<file path="config.mk">
export PLATFORM = sky130hd
export DESIGN_NAME = ysyx_clint
export DESIGN_NICKNAME = d
export VERILOG_FILES = /design/src/rtl/ysyx_clint_pkg.sv /design/src/rtl/ysyx_clint_mtime.sv /design/src/rtl/ysyx_clint.sv
export SDC_FILE = /design/constraint.sdc
export NUM_CORES = 1
export LEC_CHECK = 0
export BUFFER_PORTS_ARGS = -buffer_cell sky130_fd_sc_hd__buf_2
export CAP_MARGIN = 10
export CORE_ASPECT_RATIO = 0.75
export CORE_UTILIZATION = 56
export CTS_CLUSTER_SIZE = 24
export DETAILED_ROUTE_END_ITERATION = 6
export GPL_TIMING_DRIVEN = 0
export PLACE_DENSITY = 0.81
export SETUP_SLACK_MARGIN = 0.3
export SYNTH_ARGS = -nofsm -noshare
export SYNTH_HDL_FRONTEND = slang
export SYNTH_HIERARCHICAL = 1
export SYNTH_SLANG_ARGS = --single-unit
export TNS_END_PERCENT = 10
</file>
<file path="constraint.sdc">
create_clock -name clk -period 3.72 [get_ports clk]
set_clock_uncertainty 0.2 [all_clocks]
set_input_delay 0.558 -clock clk [delete_from_list [all_inputs] [get_ports clk]]
set_output_delay 0.558 -clock clk [all_outputs]
set_load 0.005 [all_outputs]
</file>
<file path="src/rtl/ysyx_clint_pkg.sv">
// Shared constants, read-state enum and byte-strobe helper for the CLINT.
// Optional prescaler is enabled with YSYX_CLINT_PRESCALE_EN.
package ysyx_clint_pkg;

    localparam logic [1:0] RESP_OKAY   = 2'b00;
    localparam logic [1:0] RESP_SLVERR = 2'b10;

    localparam logic [3:0] OFF_LO = 4'd0;
    localparam logic [3:0] OFF_HI = 4'd4;

    typedef enum logic {
        R_IDLE,
        R_RESP
    } r_state_e;

    function automatic logic [31:0] strb_merge(
        input logic [31:0] old,
        input logic [31:0] wdata,
        input logic [3:0]  wstrb
    );
        logic [31:0] res;
        res = old;
        for (int i = 0; i < 4; i++) begin
            if (wstrb[i]) begin
                res[8*i +: 8] = wdata[8*i +: 8];
            end
        end
        return res;
    endfunction

endpackage

</file>
<file path="src/rtl/ysyx_clint_mtime.sv">
// 64-bit mtime counter with byte-strobed word writes.
// YSYX_CLINT_PRESCALE_EN adds a divider so mtime advances every PRESCALE cycles.
module ysyx_clint_mtime
    import ysyx_clint_pkg::*;
#(
    parameter int PRESCALE = 1
) (
    input  logic        clk,
    input  logic        rst,
    input  logic        wen,
    input  logic        whi,
    input  logic [3:0]  wstrb,
    input  logic [31:0] wdata,
    output logic [63:0] mtime
);

    logic [63:0] wr_val;
    logic        tick;

    always_comb begin
        wr_val = mtime;
        if (whi) begin
            wr_val[63:32] = strb_merge(mtime[63:32], wdata, wstrb);
        end else begin
            wr_val[31:0] = strb_merge(mtime[31:0], wdata, wstrb);
        end
    end

`ifdef YSYX_CLINT_PRESCALE_EN
    localparam int DIV_W = (PRESCALE > 1) ? $clog2(PRESCALE) : 1;
    localparam logic [DIV_W-1:0] DIV_MAX = DIV_W'(PRESCALE - 1);

    logic [DIV_W-1:0] div;

    assign tick = (div == DIV_MAX);

    always_ff @(posedge clk or negedge rst) begin
        if (!rst) begin
            div <= '0;
        end else if (wen || tick) begin
            div <= '0;
        end else begin
            div <= div + DIV_W'(1);
        end
    end
`else
    localparam int unused_prescale = PRESCALE;

    assign tick = 1'b1;
`endif

    // A write in the same cycle as a tick wins; that tick is dropped.
    always_ff @(posedge clk or negedge rst) begin
        if (!rst) begin
            mtime <= '0;
        end else if (wen) begin
            mtime <= wr_val;
        end else if (tick) begin
            mtime <= mtime + 64'd1;
        end
    end

endmodule

</file>
<file path="src/rtl/ysyx_clint.sv">
// CLINT mtime behind a single-beat AXI4 slave: read FSM, write latches, decode.
// Optional prescaler is enabled with YSYX_CLINT_PRESCALE_EN.
module ysyx_clint
    import ysyx_clint_pkg::*;
#(
    parameter int                ADDR_W   = 32,
    parameter int                DATA_W   = 32,
    parameter logic [ADDR_W-1:0] RTC_ADDR = 32'h0200_BFF8,
    parameter int                PRESCALE = 1
) (
    input  logic              clk,
    input  logic              rst,
    input  logic [1:0]        arburst,
    input  logic [2:0]        arsize,
    input  logic [7:0]        arlen,
    input  logic [3:0]        arid,
    input  logic [ADDR_W-1:0] araddr,
    input  logic              arvalid,
    output logic              arready_o,
    output logic [3:0]        rid,
    output logic              rlast_o,
    output logic [DATA_W-1:0] rdata_o,
    output logic [1:0]        rresp_o,
    output logic              rvalid_o,
    input  logic              rready,
    input  logic [1:0]        awburst,
    input  logic [2:0]        awsize,
    input  logic [7:0]        awlen,
    input  logic [3:0]        awid,
    input  logic [ADDR_W-1:0] awaddr,
    input  logic              awvalid,
    output logic              awready_o,
    input  logic              wlast,
    input  logic [DATA_W-1:0] wdata,
    input  logic [3:0]        wstrb,
    input  logic              wvalid,
    output logic              wready_o,
    output logic [3:0]        bid,
    output logic [1:0]        bresp_o,
    output logic              bvalid_o,
    input  logic              bready
);

    localparam logic [ADDR_W-1:0] ADDR_LO = RTC_ADDR + ADDR_W'(OFF_LO);
    localparam logic [ADDR_W-1:0] ADDR_HI = RTC_ADDR + ADDR_W'(OFF_HI);

    logic [63:0] mtime;

    logic unused_ok;
    assign unused_ok = ^{arburst, arsize, arlen, awburst, awsize, awlen, wlast};

    r_state_e          r_state;
    logic              ar_lo;
    logic              ar_hi;
    logic [DATA_W-1:0] rd_word;

    assign ar_lo     = (araddr == ADDR_LO);
    assign ar_hi     = (araddr == ADDR_HI);
    assign arready_o = (r_state == R_IDLE);
    assign rlast_o   = rvalid_o;

    always_comb begin
        rd_word = '0;
        unique case (1'b1)
            ar_lo:   rd_word = mtime[31:0];
            ar_hi:   rd_word = mtime[63:32];
            default: rd_word = '0;
        endcase
    end

    always_ff @(posedge clk or negedge rst) begin
        if (!rst) begin
            r_state  <= R_IDLE;
            rvalid_o <= 1'b0;
            rdata_o  <= '0;
            rid      <= '0;
            rresp_o  <= RESP_OKAY;
        end else begin
            unique case (r_state)
                R_IDLE: begin
                    if (arvalid) begin
                        r_state  <= R_RESP;
                        rvalid_o <= 1'b1;
                        rdata_o  <= rd_word;
                        rid      <= arid;
                        rresp_o  <= (ar_lo || ar_hi) ? RESP_OKAY : RESP_SLVERR;
                    end
                end
                R_RESP: begin
                    if (rready) begin
                        r_state  <= R_IDLE;
                        rvalid_o <= 1'b0;
                    end
                end
                default: r_state <= R_IDLE;
            endcase
        end
    end

    logic              aw_full;
    logic [ADDR_W-1:0] aw_addr;
    logic [3:0]        aw_id;
    logic              w_full;
    logic [31:0]       w_data;
    logic [3:0]        w_strb;
    logic              wr_go;
    logic              wr_lo;
    logic              wr_hi;

    assign awready_o = !aw_full;
    assign wready_o  = !w_full;
    assign wr_go     = aw_full && w_full && !bvalid_o;
    assign wr_lo     = (aw_addr == ADDR_LO);
    assign wr_hi     = (aw_addr == ADDR_HI);

    always_ff @(posedge clk or negedge rst) begin
        if (!rst) begin
            aw_full <= 1'b0;
            aw_addr <= '0;
            aw_id   <= '0;
        end else if (wr_go) begin
            aw_full <= 1'b0;
        end else if (!aw_full && awvalid) begin
            aw_full <= 1'b1;
            aw_addr <= awaddr;
            aw_id   <= awid;
        end
    end

    always_ff @(posedge clk or negedge rst) begin
        if (!rst) begin
            w_full <= 1'b0;
            w_data <= '0;
            w_strb <= '0;
        end else if (wr_go) begin
            w_full <= 1'b0;
        end else if (!w_full && wvalid) begin
            w_full <= 1'b1;
            w_data <= wdata;
            w_strb <= wstrb;
        end
    end

    // Latches may refill while a response waits; they apply after bready.
    always_ff @(posedge clk or negedge rst) begin
        if (!rst) begin
            bvalid_o <= 1'b0;
            bid      <= '0;
            bresp_o  <= RESP_OKAY;
        end else if (wr_go) begin
            bvalid_o <= 1'b1;
            bid      <= aw_id;
            bresp_o  <= (wr_lo || wr_hi) ? RESP_OKAY : RESP_SLVERR;
        end else if (bvalid_o && bready) begin
            bvalid_o <= 1'b0;
        end
    end

    ysyx_clint_mtime #(
        .PRESCALE (PRESCALE)
    ) u_mtime (
        .clk   (clk),
        .rst   (rst),
        .wen   (wr_go && (wr_lo || wr_hi)),
        .whi   (wr_hi),
        .wstrb (w_strb),
        .wdata (w_data),
        .mtime (mtime)
    );

endmodule

</file>
==> impl_results.md, run 1 <==
- Total global-route track usage: 33.70%
- Post-Synthesis Cell Area: 0.009473 sq mm
- Tcrit/Tclk final: between 90% and 100%
- Violated checks: DRC
- Worst skew pair latency: 0.44 ns
- Critical path buffer and inverter count: 2
- Worst setup path category: flop to flop
- Final Power: roughly 5.7 mW
- Synth Area in Compound Gates: 15.97%
- Die Ht: 114.6 um
- Die Wd: roughly 150 um
- Fin area: 0.01126 sq mm
- Synth area leader: dfrtp_1
- Reg2reg end: u_mtime/mtime[63]
- Pint: 4.155 mW
- Fin util: 69.22%
- Max cap viols: 0
- Detailed Route WL: 28.45 mm
- Slew HR: a little over two fifths
- Reg2reg start: aw_addr[14]
- CP arrival: 3.62 ns
- Area after DPL: 0.01058 sq mm
- Reg-to-reg setup timing slack: 0.18 ns
- # clock sinks: 183
- Clock Tree Root: clkbuf_16
- DR DRC count: 21
- Crit-path cells: nand4b_1 > or4_1 > nor3_1 > clkbuf_2 > clkbuf_1 > nand3_1 > o22ai_1 > a21oi_1
- CTS tree: built
- Fill count: 1,275
- HP Start: bready
- Post-synth ARST share: 100.0%
- IO Pins: 192
- Hold/Removal Path Class: input pin to flop
- Largest net degree at the start of global routing: 113
- Synth area leaders: dfrtp_1 (48%), mux2_2 (9.5%), o41ai_2 (5.0%), mux2i_1 (4.2%), nand2_1 (3.9%)
- Worst-Margin Slew: approximately 0.85 ns
- Clock Power Share: between 30% and 40%
- Detailed Route Iter0 Violations: ~1,200
- Startpoint Class: flop
- Worst path max stage delay: 0.62 ns
- First-pass GRT wire length: 44.70 mm
- Buffers added on ports: around 160
- Top_reg_cell synth: dfrtp_1
- Max Buffers Root-to-Sink: 2
- Global placement routability congestion: 0.9902
- Antenna violations before repair: 0
- Crit Path Max Fanout: 10
- Cts bufs inserted: 17
- Crit path max-delay family: simple AND/OR/NAND/NOR gates
- Slowest-stage cell, CP: or4_1
- Mapped Cells: 891
- Nature of the critical path endpoint: flop
- Vias in the first global route: 8,105
- Unrepaired setup endpoints after global routing: yes
- Drt wl/cell: between 20 and 25 um
- Final Max Slew Viols: 0
- WHS Path Cells: 2
- Via count: approximately 8,500
- Seq/Total Area, Yosys: approximately half
- DP Wirelength: approximately 20 mm
- Final layout net count: 1,217
- Fraction of the mapped netlist area in simple logic gates: 17.79%
- Worst EP required: 3.80 ns
- H-tree Lvls: 4
- Distinct cells, synth: 65
- Ant. Diodes: 0
- LEAKAGE: 5.104 nW
- Hold path endpoint: bvalid_o
- Logic pwr share: 16.4%
- Area Growth Syn to Fin: 18.86%
- Outcome: finished with violations
- Number of synthesized flops with an enable pin: 0
- Routed Antenna Nets: 0
- DRT Pass-1 Iters: 7
- Net switching power: 1.560 mW
- F_max: 282.2 MHz
- Mux cell area share after synthesis: 13.74%
- Sequential Power Share: 49.1%
- Post-synth top area share: 48.34%
- Share of cells above drive strength 1: 31.68%
- XOR/XNOR share of the synthesized area: less than 1%
- Num rows: 40
- Max IR drop VDD: about 0.49 mV
- Yosys warnings: 6
- Power Dens Cells: 507.6 mW/mm^2
- Seq cells post-synth: approximately 180
- CORE AREA: 0.01627 sq mm
- Largest family of logic cells by synthesized area: simple AND/OR/NAND/NOR gates
- Cells on worst reg2reg path: 8
- Clock-pin slew on the worst setup and hold paths: 0.07 ns
- Mean Syn Cell Area: 10.63 sq um
- Via density: 6.522
- Die Area: 0.01745 sq mm
- Grt total ovfl: 0
- Setup Viol. Count Final: 0
- Sw Ratio: 27.29%
- Final hold vios: 0
- Post-route minimum period: 3.543 ns
- Synth Area in Adders: 0.1321%
- Starting Density: about three fifths
-- cells by family (layout without fill, tap and decap cells) --
logic type | Yosys count | after routing
multiplexers | 120 | 120
adder cells (fa/ha/maj) | 1 | 1
other | 1 | 2
XOR/XNOR | 6 | 6
AND/OR/NAND/NOR | 321 | 321
buffers and inverters | 72 | 266
AO/OA/AOI/OAI | 187 | 187
flip-flops | 183 | 183
-- how the worst max path moves through the flow --
stage | from | to | slack, ns | depth (start not counted)
CTS | aw_addr[14] | u_mtime/mtime[31] | 0.13 | 9
detailed placement | aw_addr[14] | u_mtime/mtime[31] | -0.19 | 9
floorplan | aw_addr[30] | u_mtime/mtime[31] | 0.88 | 9
global route | aw_addr[14] | u_mtime/mtime[57] | 0.15 | 8
finish | aw_addr[14] | u_mtime/mtime[63] | 0.18 | 8
global placement | rst | w_data[11] | -1.04 | 1
-- final cells by class --
| class | count | area (sq um) | area share [%] |
|---|---|---|---|
| tap | 210 | 262.8 | 2.334 |
| sequential | 183 | 4579 | 40.67 |
| clock buffer | 19 | 442.9 | 3.934 |
| multi-input combinational | 637 | 4598 | 40.84 |
| timing repair buffer | 163 | 853.3 | 7.579 |
| buffer | 56 | 274.0 | 2.434 |
| clock inverter | 12 | 188.9 | 1.678 |
| inverter | 16 | 60.06 | 0.5334 |
-- power groups by stage --
stage          sequential, mW  combinational, mW  clock [mW]
2_1_floorplan            2.69              0.668           0
6_report                 2.80              0.938        1.97
5_1_grt                  2.86               1.03        2.07
3_3_place_gp             2.80              0.896           0
4_1_cts                  2.79              0.948        1.99
3_5_place_dp             2.82              0.941           0
-- per-stage QoR --
stage	setup WS (ns)	instances	TNS, ns	hold WS, ns
after floorplan	0.8767	892	0	0.06241
after global placement	-1.043	1263	-187.87	0.2476
after detailed placement	-0.1928	1264	-1.205	0.2609
after CTS	0.1267	1296	0	0.07664
after global routing	0.1544	1296	0	0.07972
final	0.1767	1296	0	0.08303
-- sequential cells by signal (all words and copies together), names as in the netlist, 4 cells and up --
name / flops
w_strb: 4
rdata_o: 32
bid: 4
u_mtime/mtime: 64
aw_addr: 32
rid: 4
aw_id: 4
w_data: 32
-- cells in the final DEF (no fill, tap or decap), types with 6 or more instances in the layout --
cell type / count
inv_1: 16
nor4_1: 13
or4_1: 8
a31oi_1: 7
o211ai_1: 8
a21o_1: 6
nand4_1: 28
a22oi_1: 12
mux2i_1: 40
o311ai_0: 9
o41ai_2: 29
a22o_1: 6
mux2_2: 80
and3_1: 22
nor2_1: 44
nor2b_1: 6
clkbuf_16: 17
and4_1: 7
o22ai_1: 6
nor3_1: 12
nand3_1: 46
nand2_1: 98
buf_2: 171
a21oi_1: 33
clkbuf_1: 24
o21ai_0: 38
dfrtp_1: 183
or3_1: 7
clkbuf_2: 7
buf_1: 8
-- metal layers --
| layer | share of wire, % | track usage (%) | up-vias |
|---|---|---|---|
| met2 | 42 | 48.79 | 561 |
| met5 | 0 | 0 | - |
| met1 | 42 | 46.51 | 4093 |
| li1 | - | - | 3725 |
| met3 | 13 | 12.23 | 73 |
| met4 | 2.2 | 12.31 | 0 |
-- cell usage after synthesis (4+ instances only) --
master / number
nor3_1: 13
buf_2: 11
o32ai_1: 4
nand4_1: 28
o311ai_0: 9
nor2_1: 44
o211ai_1: 8
a21o_1: 6
a22oi_1: 12
nand2b_1: 4
nand3_1: 46
dfrtp_1: 183
inv_1: 16
a31oi_1: 7
a41oi_1: 4
and4_1: 7
or4_1: 8
o41ai_2: 29
buf_6: 4
buf_1: 8
a21oi_1: 35
mux2i_1: 40
clkbuf_1: 30
o221a_2: 4
a22o_1: 6
nand2_1: 98
o21ai_0: 38
and3_1: 22
nor2b_1: 6
mux2_2: 80
nor4_1: 13
o22ai_1: 6
or3_1: 7
-- what timing repair did --
item	in CTS	in global routing
buffers inserted	0	0
hold buffers	1	0
setup endpoints to repair	58	23
hold endpoints to repair	71	0
gates resized for setup	8	5
pin swaps	0	0
(Power assumes the default switching activity.)
==> run 2, diff against run 1 <==
--- a/config.mk
+++ b/config.mk
@@ -5,10 +5,11 @@
 export SDC_FILE = /design/constraint.sdc
 export NUM_CORES = 1
 export LEC_CHECK = 0
-export BUFFER_PORTS_ARGS = -buffer_cell sky130_fd_sc_hd__buf_2
+export BUFFER_PORTS_ARGS = -buffer_cell sky130_fd_sc_hd__buf_4
 export CAP_MARGIN = 10
 export CORE_ASPECT_RATIO = 0.75
 export CORE_UTILIZATION = 56
+export CTS_BUF_LIST = sky130_fd_sc_hd__clkbuf_8 sky130_fd_sc_hd__clkbuf_16
 export CTS_CLUSTER_SIZE = 24
 export DETAILED_ROUTE_END_ITERATION = 6
 export GPL_TIMING_DRIVEN = 0
==> impl_results.md, run 2 (synthesis gave the netlist of run 1 again) <==
- Outcome: finished with violations
- Violated checks: DRC
- CTS tree: built
- HP Start: bready
- Unrepaired setup endpoints after global routing: yes
- Final Max Slew Viols: 0 (unchanged)
- Startpoint Class: flop
- CP arrival: 3.60 ns (-0.02 ns)
- Pint: 4.007 mW (-3.6%)
- DP Wirelength: 20.66 mm (+1.2%)
- Clock-pin slew on the worst setup and hold paths: 0.07 ns (about the same)
- LEAKAGE: 5.188 nW (+1.6%)
- Ant. Diodes: 0 (unchanged)
- IO Pins: 192 (unchanged)
- Tcrit/Tclk final: 93.55% (-1.7 points)
- Antenna violations before repair: 0 (unchanged)
- Area Growth Syn to Fin: 22.32%
- Number of flip-flops in the largest register: 64 (unchanged)
- Drt wl/cell: 22.06 um (+0.51%)
- CORE AREA: 0.01627 sq mm (unchanged)
- DRT Pass-1 Iters: 7 (unchanged)
- Fin area: 0.01159 sq mm (+2.9%)
- DR DRC count: 24 (+14%)
- Setup ws final: 0.2401 ns (+0.06340 ns)
- Reg-to-reg setup timing slack: 0.24 ns (+0.06 ns)
- Area after DPL: 0.01098 sq mm (+3.8%)
- Clock Tree Root: clkbuf_16
- F_max: 287.4 MHz (+1.8%)
- Share of cells above drive strength 1: 31.65% (about the same)
- Global placement routability congestion: 0.9933 (+0.31%)
- Max IR drop VDD: 0.5356 mV (+9.9%)
- Vias in the first global route: 8,101 (-0.049%)
- Total global-route track usage: 33.71% (about the same)
- Worst setup path category: flop to flop
- Via density: 6.514 (-0.11%)
- Sw Ratio: 28.08% (+0.79 points)
- Slew HR: 44.62% (+1.1 points)
- Setup Viol. Count Final: 0 (unchanged)
- Num rows: 40 (unchanged)
- Routed Antenna Nets: 0 (unchanged)
- Most frequent cells in the layout: dfrtp_1 (183), buf_4 (163), nand2_1 (98), mux2_2 (80), nand3_1 (46)
- First-pass GRT wire length: 44.72 mm (about the same)
- Fill count: 1,208 (-5.3%)
- Largest net degree at the start of global routing: 102 (-9.7%)
- H-tree Lvls: 4 (unchanged)
- Non-Filler Instances: 1,297 (+0.077%)
- Worst EP required: 3.84 ns (+0.04 ns)
- Via count: 8,449 (-0.035%)
- Sequential Power Share: 50.3% (+1.2 points)
- Power Dens Cells: 480.8 mW/mm^2 (-5.3%)
- Crit Path Max Fanout: 10 (unchanged)
- Detailed Route WL: 28.61 mm (+0.58%)
- Die Wd: 152.2 um (unchanged)
- Post-placement cell count: 1,264 (unchanged)
- Largest reg by FF count: u_mtime/mtime
- Cts bufs inserted: 17 (unchanged)
- Pre-CTS setup slack: -0.07018 ns (+0.1227 ns)
- Max Buffers Root-to-Sink: 2 (unchanged)
- Final layout net count: 1,217 (unchanged)
- Die Area: 0.01745 sq mm (unchanged)
- Nature of the critical path endpoint: flop
- Buffers added on ports: 161 (unchanged)
- Post-route minimum period: 3.480 ns (-0.06339 ns)
- Final Power: 5.571 mW (-2.5%)
- Starting Density: 58.24% (unchanged)
- Max cap viols: 0 (unchanged)
- Commonest non-fill, non-tap cell in the layout: dfrtp_1
- Logic pwr share: 17.9% (+1.5 points)
- # clock sinks: 183 (unchanged)
- Grt total ovfl: 0 (unchanged)
- Net switching power: 1.564 mW (+0.30%)
- Clock Power Share: 31.8% (-2.7 points)
- Worst-Margin Slew: 0.8231 ns (-0.02446 ns)
- Detailed Route Iter0 Violations: 1,296 (+4.8%)
- Worst setup path startpoint: aw_addr[14]
- Final hold vios: 0 (unchanged)
- Hold/Removal Path Class: input pin to flop
- Reg2reg start: aw_addr[14]
- Die Ht: 114.6 um (unchanged)
- Worst skew pair latency: 0.44 ns (about the same)
==> run 2: changes by cell type in the layout (fill, tap and decap cells not counted), sizes merged <==
cell,previous run,this run
bufinv,4,1
inv,21,24
clkbuf,49,48
clkinv,3,4
clkinvlp,0,1
==> run 2: critical path, stage by stage, from the launching register on <==
cell,delay (ns)
dfrtp_1,0.37
nand4b_1,0.21
or4_1,0.62
nor3_1,0.32
clkbuf_2,0.31
clkbuf_1,0.58
nand3_1,0.38
o221a_2,0.37
==> run 2: per-layer routing <==
layer / GRT usage (%) / up-vias / share of wire (%)
met5: 3.361 / - / 0.27
li1: - / 3732 / -
met4: 10.27 / 2 / 1.8
met1: 46.88 / 4092 / 42
met3: 12.38 / 61 / 14
met2: 48.79 / 562 / 42
==> run 2: cell type report <==
| class | instances | area [sq um] | share of cell area, % |
|---|---|---|---|
| Buffer | 56 | 274.0 | 2.365 |
| Clock buffer | 18 | 439.2 | 3.790 |
| Inverter | 16 | 60.06 | 0.5183 |
| Sequential cell | 183 | 4579 | 39.52 |
| Tap cell | 210 | 262.8 | 2.268 |
| Multi-Input combinational cell | 637 | 4598 | 39.68 |
| Timing Repair Buffer | 163 | 1254 | 10.82 |
| Clock inverter | 14 | 120.1 | 1.037 |
==> run 2: power groups by stage <==
stage / clock network (mW) / registers [mW] / logic, mW
floorplan: 0 / 2.69 / 0.668
global placement: 0 / 2.80 / 0.962
detailed placement: 0 / 2.82 / 1.01
CTS: 1.78 / 2.79 / 1.01
global route: 1.86 / 2.86 / 1.09
finish: 1.77 / 2.80 / 1.00
==> run 2: per-stage QoR <==
step	utilization (%)	TNS (ns)	hold slack, ns
5_1_grt	71.24	0	0.08654
3_5_place_dp	67.52	-0.1070	0.2640
2_1_floorplan	-	0	0.06241
4_1_cts	71.08	0	0.08355
3_3_place_gp	67.31	-0.1644	0.2447
6_report	71.24	0	0.09258
==> run 2: path summary, 6_finish.rpt <==
check	end	cells after the start
hold / removal	bvalid_o	2
max in group asynchronous	u_mtime/mtime[10]	3
hold reg to reg	rlast_o	1
min in group asynchronous	rid[2]	2
setup reg to reg	u_mtime/mtime[59]	7
setup / recovery	u_mtime/mtime[59]	7
==> run 2: timing repair <==
item	4_1_cts	5_1_grt
hold endpoints to repair	82	0
setup buffers	0	0
setup endpoints to repair	56	36
gates resized for setup	5	10
hold buffers	1	0
==> run 3, diff against run 2 <==
--- a/config.mk
+++ b/config.mk
@@ -5,15 +5,16 @@
 export SDC_FILE = /design/constraint.sdc
 export NUM_CORES = 1
 export LEC_CHECK = 0
+export ABC_AREA = 1
 export BUFFER_PORTS_ARGS = -buffer_cell sky130_fd_sc_hd__buf_4
 export CAP_MARGIN = 10
 export CORE_ASPECT_RATIO = 0.75
-export CORE_UTILIZATION = 56
+export CORE_UTILIZATION = 60
 export CTS_BUF_LIST = sky130_fd_sc_hd__clkbuf_8 sky130_fd_sc_hd__clkbuf_16
 export CTS_CLUSTER_SIZE = 24
 export DETAILED_ROUTE_END_ITERATION = 6
 export GPL_TIMING_DRIVEN = 0
-export PLACE_DENSITY = 0.81
+export PLACE_DENSITY = 0.85
 export SETUP_SLACK_MARGIN = 0.3
 export SYNTH_ARGS = -nofsm -noshare
 export SYNTH_HDL_FRONTEND = slang
==> constraint.sdc (replaced) <==
create_clock -name clk -period 4.3 [get_ports clk]
set_clock_uncertainty 0.2 [all_clocks]
set_input_delay 0.645 -clock clk [delete_from_list [all_inputs] [get_ports clk]]
set_output_delay 0.645 -clock clk [all_outputs]
set_load 0.005 [all_outputs]
==> impl_results.md, run 3 <==
- Share of cells above drive strength 1: 22.97% (-8.7 points)
- Num rows: 41 (+2.5%)
- CTS tree: built
- Buffers added on ports: 162 (+0.62%)
- DR DRC count: 0 (-100%)
- Synth area leaders: dfrtp_1 (43%), nand2_1 (16%), nor2_1 (6.6%), mux2_2 (5.0%), nand3_1 (4.0%)
- Nature of the critical path endpoint: flop
- Post-synth top area share: 42.98% (-5.4 points)
- Final hold vios: 20 (+20)
- Die Area: 0.01830 sq mm (+4.9%)
- DP Wirelength: 26.13 mm (+26%)
- F_max: 310.9 MHz (+8.2%)
- Reg2reg end: u_mtime/mtime[44]
- Yosys warnings: 6 (unchanged)
- Hold_ws: -0.02750 ns (-0.1201 ns)
- Count leader, synth: nand2_1
- Worst skew pair latency: 0.44 ns (about the same)
- First-pass GRT wire length: 52.53 mm (+17%)
- Worst-Margin Slew: 0.8830 ns (+0.05991 ns)
- Largest reg by FF count: u_mtime/mtime
- Hold/Removal Path Class: input pin to asynchronous set/reset pin
- Drt wl/cell: 18.75 um (-15%)
- Commonest non-fill, non-tap cell in the layout: nand2_1
- Final Max Slew Viols: 0 (unchanged)
- Fin util: 75.01% (+3.8 points)
- Clock-pin slew on the worst setup and hold paths: 0.08 ns (about the same)
- Startpoint Class: flop
- Antenna violations before repair: 0 (unchanged)
- Cells on worst reg2reg path: 12 (+5)
- Number of synthesized flops with an enable pin: 0 (unchanged)
- Outcome: finished with violations
- Mean Syn Cell Area: 7.670 sq um (-28%)
- Vias in the first global route: 9,744 (+20%)
- Crit-path cells: nor2_1 > nand3_1 > nor2_1 > nand2_1 > nor2_1 > buf_2 > buf_2 > clkbuf_1 > nand2_1 > o21ai_1 > nand2_1 > nand2_1
- Slew HR: 41.13% (-3.5 points)
- LEAKAGE: 6.192 nW (+19%)
- Ant. Diodes: 0 (unchanged)
- Top_reg_cell synth: dfrtp_1
- Most frequent cells in the layout: nand2_1 (459), nor2_1 (188), dfrtp_1 (183), buf_4 (167), inv_1 (91)
- Crit Path Max Fanout: 10 (unchanged)
- Synth area leader: dfrtp_1
- Area Growth Syn to Fin: 20.27%
- Synth cell count leaders: nand2_1 (459), nor2_1 (188), dfrtp_1 (183), inv_1 (91), nand3_1 (85)
- # clock sinks: 183 (unchanged)
- Via density: 5.806 (-11%)
- Post-route minimum period: 3.217 ns (-0.2633 ns)
- Final layout net count: 1,715 (+41%)
- Tcrit/Tclk final: 74.80% (-19 points)
- Slowest-stage cell, CP: clkbuf_1
- Worst setup path category: flop to flop
- Grt total ovfl: 0 (unchanged)
- Via count: 10,570 (+25%)
- Max IR drop VDD: 0.3266 mV (-39%)
- Worst EP required: 4.48 ns (+0.64 ns)
- Unrepaired setup endpoints after global routing: no
- Reg-to-reg setup timing slack: 1.08 ns (+0.84 ns)
- Seq/Total Area, Yosys: 42.98% (-5.4 points)
- Post-synth ARST share: 100.0% (unchanged)
- Power Dens Cells: 376.6 mW/mm^2 (-22%)
- Max Buffers Root-to-Sink: 2 (unchanged)
- Resized Gates After CTS: 0 (-5)
- Hold_buf cts: 0 (-1)
- Routed Antenna Nets: 0 (unchanged)
- CP most frequent cell: nand2_1
- DRT Pass-1 Iters: 6 (-1)
- Max cap viols: 0 (unchanged)
- Detailed Route WL: 34.14 mm (+19%)
- Worst setup path startpoint: aw_addr[1]
- CORE AREA: 0.01708 sq mm (+5.0%)
- Violated checks: hold timing
- Mapped Cells: 1,389 (+56%)
- TNS Setup: 0 ns (unchanged)
- Die Ht: 117.4 um (+2.4%)
- Worst path max stage delay: 0.70 ns (+0.08 ns)
- Fill count: 1,312 (+8.6%)
- H-tree Lvls: 4 (unchanged)
- Total global-route track usage: 38.16% (+4.4 points)
- Detailed Route Iter0 Violations: 1,350 (+4.2%)
- Reg2reg start: aw_addr[1]
- Clock Tree Root: clkbuf_16
- Post-Synthesis Cell Area: 0.01065 sq mm (+12%)
- Worst setup path end: u_mtime/mtime[44]
- Seq cells post-synth: 183 (unchanged)
- Starting Density: 62.37% (+4.1 points)
- Number of flip-flops in the largest register: 64 (unchanged)
- IO Pins: 192 (unchanged)
- Cts bufs inserted: 17 (unchanged)
- Largest net degree at the start of global routing: 97 (-4.9%)
- Distinct cells, synth: 50 (-23%)
- CP arrival: 3.39 ns (-0.21 ns)
- Setup Buffers After CTS: 0 (unchanged)
- Die Wd: 155.9 um (+2.4%)
- Setup Viol. Count Final: 0 (unchanged)
- Global placement routability congestion: 1.051 (+5.8%)
## run 3: cell count changes after synthesis, moves of 28 or more
| cell | change |
|---|---|
| o41ai_2 | -29 |
| mux2i_1 | -40 |
| inv_1 | +75 |
| mux2_2 | -33 |
| nand2_1 | +361 |
| nand3_1 | +39 |
| a21oi_1 | +28 |
| nor2_1 | +144 |
## run 3: report_power, final
group | switching [mW] | total (mW) | internal (mW)
clock network | 0.790 | 1.58 | 0.788
logic | 0.388 | 0.868 | 0.481
registers | 0.266 | 2.38 | 2.11
## run 3: metrics by stage
step	worst slack, ns	total power [mW]	instances	area (sq um)
5_1_grt	0.8822	5.049	1821	12810
2_1_floorplan	2.179	2.871	1390	10660
6_report	1.083	4.825	1821	12810
3_5_place_dp	1.309	3.279	1789	12200
4_1_cts	1.263	4.838	1821	12810
3_3_place_gp	1.245	3.204	1788	12170
## run 3: per-layer routing
layer	share of wire, %	vias to the layer above	routed length [um]	GRT usage [%]
met5	0	-	0	0
met4	2.8	0	947	12.56
met3	13	86	4548	11.57
met2	42	700	14350	54.97
met1	42	4948	14300	54.66
li1	-	4839	-	-
## run 3: worst min-delay path by stage
stage                       start         end  slack [ns]
after floorplan               rst  aw_addr[0]        0.15
after global placement    r_state     rlast_o        0.22
after detailed placement  r_state     rlast_o        0.24
after CTS                     rst  aw_addr[6]        0.03
after global routing          rst  aw_addr[6]        0.04
final                         rst  aw_addr[6]       -0.03
## run 3: cells by family after synthesis
group / Yosys count / synth area share (%)
multiplexers: 67 / 7.082
AO/OA/AOI/OAI: 164 / 8.608
XOR/XNOR: 3 / 0.2467
flip-flops: 183 / 42.98
AND/OR/NAND/NOR: 823 / 34.06
other: 1 / 0.03520
buffers and inverters: 147 / 6.870
adder cells (fa/ha/maj): 1 / 0.1174
## run 3: critical path, delay by kind of cell (launching register included)
| kind | cells | cell delay (ns) |
|---|---|---|
| buffers and inverters | 3 | 1.26 |
| DFF | 1 | 0.38 |
| and+or+nand+nor | 8 | 1.13 |
| AOI/OAI and AO/OA | 1 | 0.17 |
## run 3: cell type report
cell class              instances  area (sq um)  area share (%)
plain buffers                  48         360.3           2.812
clock buffers                  17         425.4           3.320
clock inverters                15         183.9           1.435
inverters                      99         371.6           2.900
multi-input cells            1060          5346           41.72
flip-flops and latches        183          4579           35.74
well taps                     236         295.3           2.304
repair buffers                163          1251           9.765
